==> src/rtl/mc_pkg.sv <==
// Shared encodings for the multicycle RV32I control unit: states, ALU codes,
// datapath mux selects and opcodes.
package mc_pkg;

    typedef enum logic [3:0] {
        S_FETCH    = 4'd0,
        S_DECODE   = 4'd1,
        S_MEMADR   = 4'd2,
        S_MEMREAD  = 4'd3,
        S_MEMWB    = 4'd4,
        S_MEMWRITE = 4'd5,
        S_EXECUTER = 4'd6,
        S_EXECUTEI = 4'd7,
        S_ALUWB    = 4'd8,
        S_BRANCH   = 4'd9,
        S_JAL      = 4'd10
    } state_t;

    typedef enum logic [1:0] {
        ALUOP_ADD   = 2'd0,
        ALUOP_SUB   = 2'd1,
        ALUOP_FUNCT = 2'd2
    } aluop_t;

    localparam logic [3:0] ALU_ADD = 4'b0000;
    localparam logic [3:0] ALU_SUB = 4'b0001;
    localparam logic [3:0] ALU_AND = 4'b0010;
    localparam logic [3:0] ALU_OR  = 4'b0011;
    localparam logic [3:0] ALU_XOR = 4'b0100;
    localparam logic [3:0] ALU_SLT = 4'b0101;
    localparam logic [3:0] ALU_SLL = 4'b0110;
    localparam logic [3:0] ALU_SRL = 4'b0111;

    localparam logic [1:0] IMM_I = 2'b00;
    localparam logic [1:0] IMM_S = 2'b01;
    localparam logic [1:0] IMM_B = 2'b10;
    localparam logic [1:0] IMM_J = 2'b11;

    localparam logic [1:0] RES_ALUOUT    = 2'b00;
    localparam logic [1:0] RES_DATA      = 2'b01;
    localparam logic [1:0] RES_ALURESULT = 2'b10;

    localparam logic [1:0] SRCA_PC    = 2'b00;
    localparam logic [1:0] SRCA_OLDPC = 2'b01;
    localparam logic [1:0] SRCA_A     = 2'b10;

    localparam logic [1:0] SRCB_WD    = 2'b00;
    localparam logic [1:0] SRCB_IMM   = 2'b01;
    localparam logic [1:0] SRCB_FOUR  = 2'b10;

    localparam logic [6:0] OP_LW  = 7'b0000011;
    localparam logic [6:0] OP_SW  = 7'b0100011;
    localparam logic [6:0] OP_R   = 7'b0110011;
    localparam logic [6:0] OP_I   = 7'b0010011;
    localparam logic [6:0] OP_BR  = 7'b1100011;
    localparam logic [6:0] OP_JAL = 7'b1101111;

endpackage

==> src/rtl/mc_controller_aludec.sv <==
// ALU decoder: maps ALUOp plus instruction fields to the ALU operation code.
module aludec
    import mc_pkg::*;
(
    input  aluop_t      i_aluop,
    input  logic [2:0]  i_funct3,
    input  logic        i_funct7b5,
    input  logic [6:0]  i_op,
    output logic [3:0]  o_alucontrol
);

    logic w_rtype_sub;

    assign w_rtype_sub = (i_op == OP_R) && i_funct7b5;

    always_comb begin
        o_alucontrol = ALU_ADD;
        case (i_aluop)
            ALUOP_ADD: o_alucontrol = ALU_ADD;
            ALUOP_SUB: o_alucontrol = ALU_SUB;
            ALUOP_FUNCT: begin
                case (i_funct3)
                    3'b000:  o_alucontrol = w_rtype_sub ? ALU_SUB : ALU_ADD;
                    3'b001:  o_alucontrol = ALU_SLL;
                    3'b010:  o_alucontrol = ALU_SLT;
                    3'b100:  o_alucontrol = ALU_XOR;
                    3'b101:  o_alucontrol = ALU_SRL;
                    3'b110:  o_alucontrol = ALU_OR;
                    3'b111:  o_alucontrol = ALU_AND;
                    default: o_alucontrol = ALU_ADD;
                endcase
            end
            default: o_alucontrol = ALU_ADD;
        endcase
    end

endmodule

==> src/rtl/mc_controller.sv <==
// Multicycle RV32I control unit: Moore sequencing FSM, ImmSrc decode and
// branch resolution driving every datapath select and write enable.
module mc_controller
    import mc_pkg::*;
(
    input  logic        clk,
    input  logic        reset,
    input  logic [6:0]  op,
    input  logic [2:0]  funct3,
    input  logic        funct7b5,
    input  logic        Zero,
    output logic        PCWrite,
    output logic        AdrSrc,
    output logic        MemWrite,
    output logic        IRWrite,
    output logic [1:0]  ResultSrc,
    output logic [1:0]  ALUSrcA,
    output logic [1:0]  ALUSrcB,
    output logic [1:0]  ImmSrc,
    output logic [3:0]  ALUControl,
    output logic        RegWrite,
    output logic        InstrDone
);

    state_t r_state;
    state_t w_next;
    aluop_t w_aluop;
    logic   w_pcupdate;
    logic   w_branch;
    logic   w_memwrite;
    logic   w_irwrite;
    logic   w_regwrite;
    logic   w_done;
    logic   w_taken;

    always_ff @(posedge clk) begin
        if (reset) r_state <= S_FETCH;
        else       r_state <= w_next;
    end

    // Next state and per-state datapath controls
    always_comb begin
        w_next     = S_FETCH;
        w_aluop    = ALUOP_ADD;
        w_pcupdate = 1'b0;
        w_branch   = 1'b0;
        w_memwrite = 1'b0;
        w_irwrite  = 1'b0;
        w_regwrite = 1'b0;
        w_done     = 1'b0;
        AdrSrc     = 1'b0;
        ResultSrc  = RES_ALUOUT;
        ALUSrcA    = SRCA_PC;
        ALUSrcB    = SRCB_WD;
        case (r_state)
            S_FETCH: begin
                w_irwrite  = 1'b1;
                ALUSrcB    = SRCB_FOUR;
                ResultSrc  = RES_ALURESULT;
                w_pcupdate = 1'b1;
                w_next     = S_DECODE;
            end
            S_DECODE: begin
                ALUSrcA = SRCA_OLDPC;
                ALUSrcB = SRCB_IMM;
                case (op)
                    OP_LW, OP_SW: w_next = S_MEMADR;
                    OP_R:         w_next = S_EXECUTER;
                    OP_I:         w_next = S_EXECUTEI;
                    OP_BR:        w_next = S_BRANCH;
                    OP_JAL:       w_next = S_JAL;
                    default: begin
                        w_next = S_FETCH;
                        w_done = 1'b1;
                    end
                endcase
            end
            S_MEMADR: begin
                ALUSrcA = SRCA_A;
                ALUSrcB = SRCB_IMM;
                w_next  = (op == OP_SW) ? S_MEMWRITE : S_MEMREAD;
            end
            S_MEMREAD: begin
                AdrSrc = 1'b1;
                w_next = S_MEMWB;
            end
            S_MEMWB: begin
                ResultSrc  = RES_DATA;
                w_regwrite = 1'b1;
                w_done     = 1'b1;
            end
            S_MEMWRITE: begin
                AdrSrc     = 1'b1;
                w_memwrite = 1'b1;
                w_done     = 1'b1;
            end
            S_EXECUTER: begin
                ALUSrcA = SRCA_A;
                w_aluop = ALUOP_FUNCT;
                w_next  = S_ALUWB;
            end
            S_EXECUTEI: begin
                ALUSrcA = SRCA_A;
                ALUSrcB = SRCB_IMM;
                w_aluop = ALUOP_FUNCT;
                w_next  = S_ALUWB;
            end
            S_ALUWB: begin
                w_regwrite = 1'b1;
                w_done     = 1'b1;
            end
            S_BRANCH: begin
                ALUSrcA  = SRCA_A;
                w_aluop  = ALUOP_SUB;
                w_branch = 1'b1;
                w_done   = 1'b1;
            end
            S_JAL: begin
                ALUSrcA    = SRCA_OLDPC;
                ALUSrcB    = SRCB_FOUR;
                w_pcupdate = 1'b1;
                w_next     = S_ALUWB;
            end
            default: w_next = S_FETCH;
        endcase
    end

    // ImmSrc depends on the opcode alone, independent of state
    always_comb begin
        case (op)
            OP_SW:   ImmSrc = IMM_S;
            OP_BR:   ImmSrc = IMM_B;
            OP_JAL:  ImmSrc = IMM_J;
            default: ImmSrc = IMM_I;
        endcase
    end

    assign w_taken = ((funct3 == 3'b000) && Zero) || ((funct3 == 3'b001) && !Zero);

    // Architectural write enables are suppressed while reset is held
    assign PCWrite   = (w_pcupdate | (w_branch & w_taken)) & ~reset;
    assign MemWrite  = w_memwrite & ~reset;
    assign IRWrite   = w_irwrite & ~reset;
    assign RegWrite  = w_regwrite & ~reset;
    assign InstrDone = w_done & ~reset;

    aludec u_aludec (
        .i_aluop      (w_aluop),
        .i_funct3     (funct3),
        .i_funct7b5   (funct7b5),
        .i_op         (op),
        .o_alucontrol (ALUControl)
    );

endmodule

==> config.mk <==
export PLATFORM = sky130hd
export DESIGN_NAME = mc_controller
export DESIGN_NICKNAME = d
export VERILOG_FILES = /design/src/rtl/mc_pkg.sv /design/src/rtl/mc_controller_aludec.sv /design/src/rtl/mc_controller.sv
export SDC_FILE = /design/constraint.sdc
export NUM_CORES = 1
export LEC_CHECK = 0
export BUFFER_PORTS_ARGS = -buffer_cell sky130_fd_sc_hd__buf_2
export CAP_MARGIN = 0
export CORE_UTILIZATION = 39
export CTS_CLUSTER_SIZE = 10
export DETAILED_ROUTE_END_ITERATION = 12
export GPL_TIMING_DRIVEN = 0
export PLACE_DENSITY = 0.79
export REMOVE_ABC_BUFFERS = 1
export SKIP_LAST_GASP = 1
export SLEW_MARGIN = 20
export SYNTH_ARGS = -nofsm -noshare
export SYNTH_HDL_FRONTEND = slang
export SYNTH_SLANG_ARGS = --single-unit
==> constraint.sdc <==
create_clock -name clk -period 1.3 [get_ports clk]
set_input_delay 0.065 -clock clk [delete_from_list [all_inputs] [get_ports clk]]
set_output_delay 0.065 -clock clk [all_outputs]
set_load 0.02 [all_outputs]
=== After elaboration in Yosys (flattened, before gate mapping) ===
Index checks and enable logic that the tools add are counted.

* Output and inout port bits: 18
* Bits of input ports: 14
* Register bits: 4

* Reductions and logical operators: 18
* Equality and inequality tests: 24
* Bitwise operators: 8
* Multiplexer cells: 19

{| class="wikitable"
|+ Operator list
! operator !! count
|-
| 4-bit case mux with 5 select lines || 2
|-
| 4-bit case mux with 7 select lines || 1
|-
| 4-bit by 3-bit == test with 1-bit output, second input constant || 4
|-
| 2-bit case mux with 2 select lines || 4
|-
| 7-bit by 6-bit == test with 1-bit output, second input constant || 2
|-
| 7-bit == test, second input constant || 2
|-
| 3-bit == test, second input constant || 4
|-
| 4-bit == test, second input constant || 3
|-
| 2-bit OR reduction || 6
|-
| 4-bit by 2-bit == test with 1-bit output, second input constant || 2
|-
| 1-bit two-way mux || 8
|-
| 4-bit case mux with 2 select lines || 1
|-
| 4-bit OR reduction || 2
|-
| 7-bit by 2-bit == test with 1-bit output, second input constant || 1
|-
| 7-bit by 5-bit == test with 1-bit output, second input constant || 1
|-
| 1-bit bitwise AND || 6
|-
| 2-bit case mux with 3 select lines || 1
|-
| 3-bit OR reduction || 2
|-
| 6-bit OR reduction || 1
|-
| 4-bit by 1-bit == test with 1-bit output, second input constant || 1
|-
| 4-bit zero test || 1
|-
| 3-bit by 1-bit == test with 1-bit output, second input constant || 1
|-
| 3-bit by 2-bit == test with 1-bit output, second input constant || 1
|-
| 1-bit logical AND || 3
|-
| 9 further kinds || 9
|}

=== Longest topological paths before layout ===
* Word-level depth: 6
* Gate-level depth with buffers: 8

=== Cells and area by module ===
A second synthesis with hierarchy kept.

* Cell total of the unflattened synthesis: 85
* Area, all modules: 649.4 µm²

{| class="wikitable"
|+ By module, submodules not included
! module !! area each (µm²) !! instances !! seq. area each (µm²) !! cells an instance
|-
| mc_controller || 506.7 || 1 || 80.1 || 66
|-
| aludec || 142.6 || 1 || 0.0 || 19
|}

=== Worst setup path after synthesis ===
No wires, ideal clock.

* Path type: register -> output
* Start: reg r_state[3]
* End: out ALUControl[0]
* Arrival: 1579 ps
* Buffers on the path: 1
* Stages on the path, launching flop included: 7
* Required time: 1235 ps
* Slack: -344 ps
* Cell sequence: dfxtp_1 > buf_4 > inv_1 > nand2_1 > nor2_1 > ha_1 > a211oi_1

* Cells in the longest elaborated chain, start to end: 5

{| class="wikitable"
|+ RTL lines
! item !! RTL line !! text
|-
| start: declaration || mc_controller.sv:25 || <nowiki>state_t r_state;</nowiki>
|-
| start signal: assignment || mc_controller.sv:38 || <nowiki>else r_state <= w_next;</nowiki>
|-
| 4-bit by 3-bit == test with 1-bit output || mc_controller.sv:55 || <nowiki>case (r_state)</nowiki>
|-
| 2-bit OR reduction (no line) || n/a ||
|-
| 2-bit case mux with 2 select lines * || mc_controller.sv:55 ||
|-
| 2-bit == test or 2-bit by 1-bit == test with 1-bit output (tied branches) || mc_controller_aludec.sv:18 || <nowiki>case (i_aluop)</nowiki>
|-
| 4-bit case mux with 2 select lines * || mc_controller_aludec.sv:18 ||
|-
| end: declaration || mc_controller.sv:20 || <nowiki>output logic [3:0] ALUControl,</nowiki>
|}

Mark *: on every way between the ends. The rest lies on a longest branch, timed or not.

=== Worst setup path in the final report ===
* Start: reg r_state[2]
* End: out ALUControl[0]

Same word-level chain as after synthesis.

==> impl_table.tex <==
\begin{tabular}{lr}
\hline
Metric & Value \\
\hline
\multicolumn{2}{l}{\textbf{Finish}} \\
Design area & around 1100 um\^{}2 \\
Leading registers by flop count & r\_state x4 \\
Number of nets in the final layout & between 100 and 150 \\
Area growth from synthesis to layout & 82.1\% \\
Fill cell instance count of the final layout & between 90 and 100 \\
Layout cell share with drive strength beyond 1 & approximately three fifths \\
ANT cells & 0 \\
Final standard cell utilization of the core & 80.3\% \\
Flip-flop count of the largest register, all copies and words added & 4 \\
Register bank with the most flops & r\_state \\
Final Instance Count excl. Fillers & 146 \\
\multicolumn{2}{l}{\textbf{Floorplanning}} \\
Number of rows in the core area & 13 \\
Die width & 41.5 um \\
Number of primary I/O pins & 32 \\
Starting utilization of the core area & 44.1\% \\
Floorplan die area & $\sim$1700 um\^{}2 \\
Area inside the core boundary & about 1400 um\^{}2 \\
DIE HEIGHT & $\sim$42 um \\
\multicolumn{2}{l}{\textbf{CTS}} \\
Cell chosen for the clock root & sky130\_fd\_sc\_hd\_\_clkbuf\_4 \\
H-tree levels & 1 \\
Number of clock sinks seen by CTS & 4 \\
Worst-Skew Late Latency & approximately 0.24 ns \\
Clock Path Buffers & 2 \\
CTS Buf Count & 3 \\
Clock tree from TritonCTS & built \\
CTS clk-pin slew, worst paths & around 0.040 ns \\
\multicolumn{2}{l}{\textbf{GRT}} \\
Global-route wire length before repair & between 3 and 4 mm \\
Global routing usage summed across all routing layers & between 20\% and 30\% \\
Via count of the first global-routing pass & approximately 760 \\
Overall overflow remaining after global route & 0 \\
Number of antenna violations at the first check in global routing & 0 \\
Maximum number of pins on one net before global-route repair & 12 \\
\multicolumn{2}{l}{\textbf{Pwr}} \\
Worst supply voltage drop on vdd & 0.434 mV \\
LEAKAGE & approximately 0.00049 uW \\
Post-layout total power & $\sim$520 uW \\
Power density relative to cell area & around 470 nW/um\^{}2 \\
\multicolumn{2}{l}{\textbf{Critical path}} \\
Crit path DAT & roughly 1.6 ns \\
Critical Path Start Type & flip-flop \\
Required time worst endpoint & between 1 and 1.5 ns \\
Cell with the largest stage delay on the worst path & sky130\_fd\_sc\_hd\_\_dfxtp\_4 \\
Crit Path Max Fanout & 4 \\
Crit path kind & reg2out \\
Crit-path cells & and2b\_2 -> nand3\_4 -> ha\_4 -> a211oi\_1 -> buf\_2 \\
Delay of the slowest critical-path stage & $\sim$0.35 ns \\
Endpoint class of the critical path & primary output \\
\multicolumn{2}{l}{\textbf{STA}} \\
Final period util & 131\% \\
Minimum clock period & 1.70 ns \\
Worst setup skew after layout & 0.00195 ns \\
Worst path setup slack after routing & -0.404 ns \\
Final number of setup-violating endpoints & 15 \\
Worst Hold Slack & 0.0762 ns \\
Setup repair after global routing missed its margin & yes \\
Hold Violations, Final & 0 \\
Max-slew violation count & 0 \\
Fmax & approximately 590 MHz \\
\multicolumn{2}{l}{\textbf{Place}} \\
Post-DP HPWL & about 1.1 mm \\
Placed cell count & around 130 \\
Number of port buffers & 30 \\
GPL Wtd Cong & about 0.79 \\
Standard cell area after detailed placement & roughly 750 um\^{}2 \\
\multicolumn{2}{l}{\textbf{Synthesis}} \\
Xor and xnor fraction of the mapped netlist area & 7.19\% \\
Portion of netlist area occupied by mux cells & around 1.6\% \\
Synth Instances & 87 \\
Mean post-synth cell area & 7.00 um\^{}2 \\
Main combinational cell family by area after synthesis & simple AND/OR/NAND/NOR gates \\
Synthesized-area fraction occupied by ao, oa, aoi and oai cells & about a fifth \\
Simple-gate share of the synthesized area & around 45\% \\
Number of library cell types mapped by synthesis & 35 \\
Number of synthesized register bits & 4 \\
Yosys synthesis warning count & 0 \\
Seq/Total Area, Yosys & about an eighth \\
Synth Area in Adders & between 4 and 5\% \\
Cell area after technology mapping & around 610 um\^{}2 \\
\multicolumn{2}{l}{\textbf{Job}} \\
Max-cap violation count & 0 \\
\multicolumn{2}{l}{\textbf{Drt}} \\
Final wirelength & between 2 and 2.5 mm \\
Remaining antenna violation count after routing & 0 \\
Wirelength per Cell & about 15 um \\
Count of routing violations after the opening detailed-route iteration & 11 \\
Residual DRC count & 0 \\
Number of optimization iterations in the first detailed-route pass & 4 \\
Via/cell ratio & roughly 5.7 \\
Number of vias after detailed routing & approximately 830 \\
\multicolumn{2}{l}{\textbf{Min path}} \\
Hold Path Class & in2reg \\
\multicolumn{2}{l}{\textbf{Status}} \\
Violated checks & negative setup slack \\
Outcome & finished with violations \\
\hline
\end{tabular}
-- synthesized netlist by cell type (all sizes together) --
cell	n	share of area, %
a211oi	1	1.2
a2bb2oi	1	1.4
nor4	2	2.1
and2b	1	1.2
inv	6	3.7
nor3	12	11
nand2b	2	3.3
ha	2	4.1
dfxtp	4	13
nor3b	1	1.2
o211ai	1	1.2
or2	1	1.0
nor2b	2	2.1
xnor2	2	2.9
a21oi	8	6.6
o31ai	1	1.2
mux2i	1	1.6
nand2	3	1.8
conb	1	0.62
nand3	5	4.9
o21ai	5	4.1
or3	4	4.9
and3	3	3.1
buf	5	4.9
o41ai	1	1.4
nand4bb	1	4.5
nor2	6	3.7
xor2	3	4.3
a211o	1	1.4
a311oi	1	1.4
-- critical path, delay by kind of cell, from the launching register on --
| family | cells | cell delay (ns) |
|---|---|---|
| AND/OR/NAND/NOR | 2 | 0.36 |
| AO/OA/AOI/OAI | 1 | 0.22 |
| buffers and inverters | 1 | 0.20 |
| adder cells (fa/ha/maj) | 1 | 0.26 |
| flip-flops | 1 | 0.35 |
-- final timing paths --
check                                 from             to  slack (ns)  cells after the start
worst max register to register  r_state[2]     r_state[1]       -0.06                      4
worst min-delay path                 reset     r_state[3]        0.08                      2
worst min register to register  r_state[1]     r_state[1]        0.60                      2
worst max-delay path            r_state[2]  ALUControl[0]       -0.40                      5
-- stage by stage --
stage | setup slack, ns | TNS [ns]
6_report | -0.404 | -2.81
5_1_grt | -0.446 | -3.60
4_1_cts | -0.310 | -1.94
3_5_place_dp | -0.508 | -2.14
3_3_place_gp | -0.492 | -1.93
2_1_floorplan | -0.518 | -1.84
-- repair_timing --
| item | CTS | global route |
|---|---|---|
| pin swaps | 6 | 8 |
| setup buffers | 13 | 4 |
| resized for setup | 36 | 22 |
| setup endpoints to repair | 15 | 16 |
| hold buffers | 0 | 0 |
-- where the power goes --
part | switching (uW) | internal, uW | total [uW]
Combinational | 122 | 110 | 233
Sequential | 3.93 | 120 | 124
Clock | 62.0 | 104 | 166
-- cell usage in the layout (no fill, tap or decap), types with 4 or more instances in the layout --
cell type and count:
sky130_fd_sc_hd__nand3_1 4, sky130_fd_sc_hd__nor2_1 4, sky130_fd_sc_hd__buf_4 21, sky130_fd_sc_hd__o21ai_0 5, sky130_fd_sc_hd__dfxtp_4 4, sky130_fd_sc_hd__buf_2 20
sky130_fd_sc_hd__nor3_1 6, sky130_fd_sc_hd__a21oi_1 6
-- cell type report --
class,count,area (um^2),share of cell area [%]
multi-input combinational,72,617,55.6
timing repair buffer,46,327,29.4
sequential,4,95.1,8.57
inverter,6,30.0,2.71
clock buffer,3,22.5,2.03
tap,15,18.8,1.69
-- cell families (layout without fill, tap and decap cells) --
kind of cell / after synthesis / count (layout)
AND/OR/NAND/NOR: 43 / 43
AO/OA/AOI/OAI: 20 / 20
buffers and inverters: 11 / 55
XOR/XNOR: 5 / 5
flip-flops: 4 / 4
adder cells (fa/ha/maj): 2 / 2
other: 1 / 1
multiplexers: 1 / 1
-- layer usage --
metal | global-route usage, % | routed length, um
met4 | 5.16 | 14
met3 | 6.52 | 112
met1 | 30.2 | 928
met2 | 41.9 | 1130
met5 | 0 | 0
Note: power is estimated with default switching activity, not from simulation.
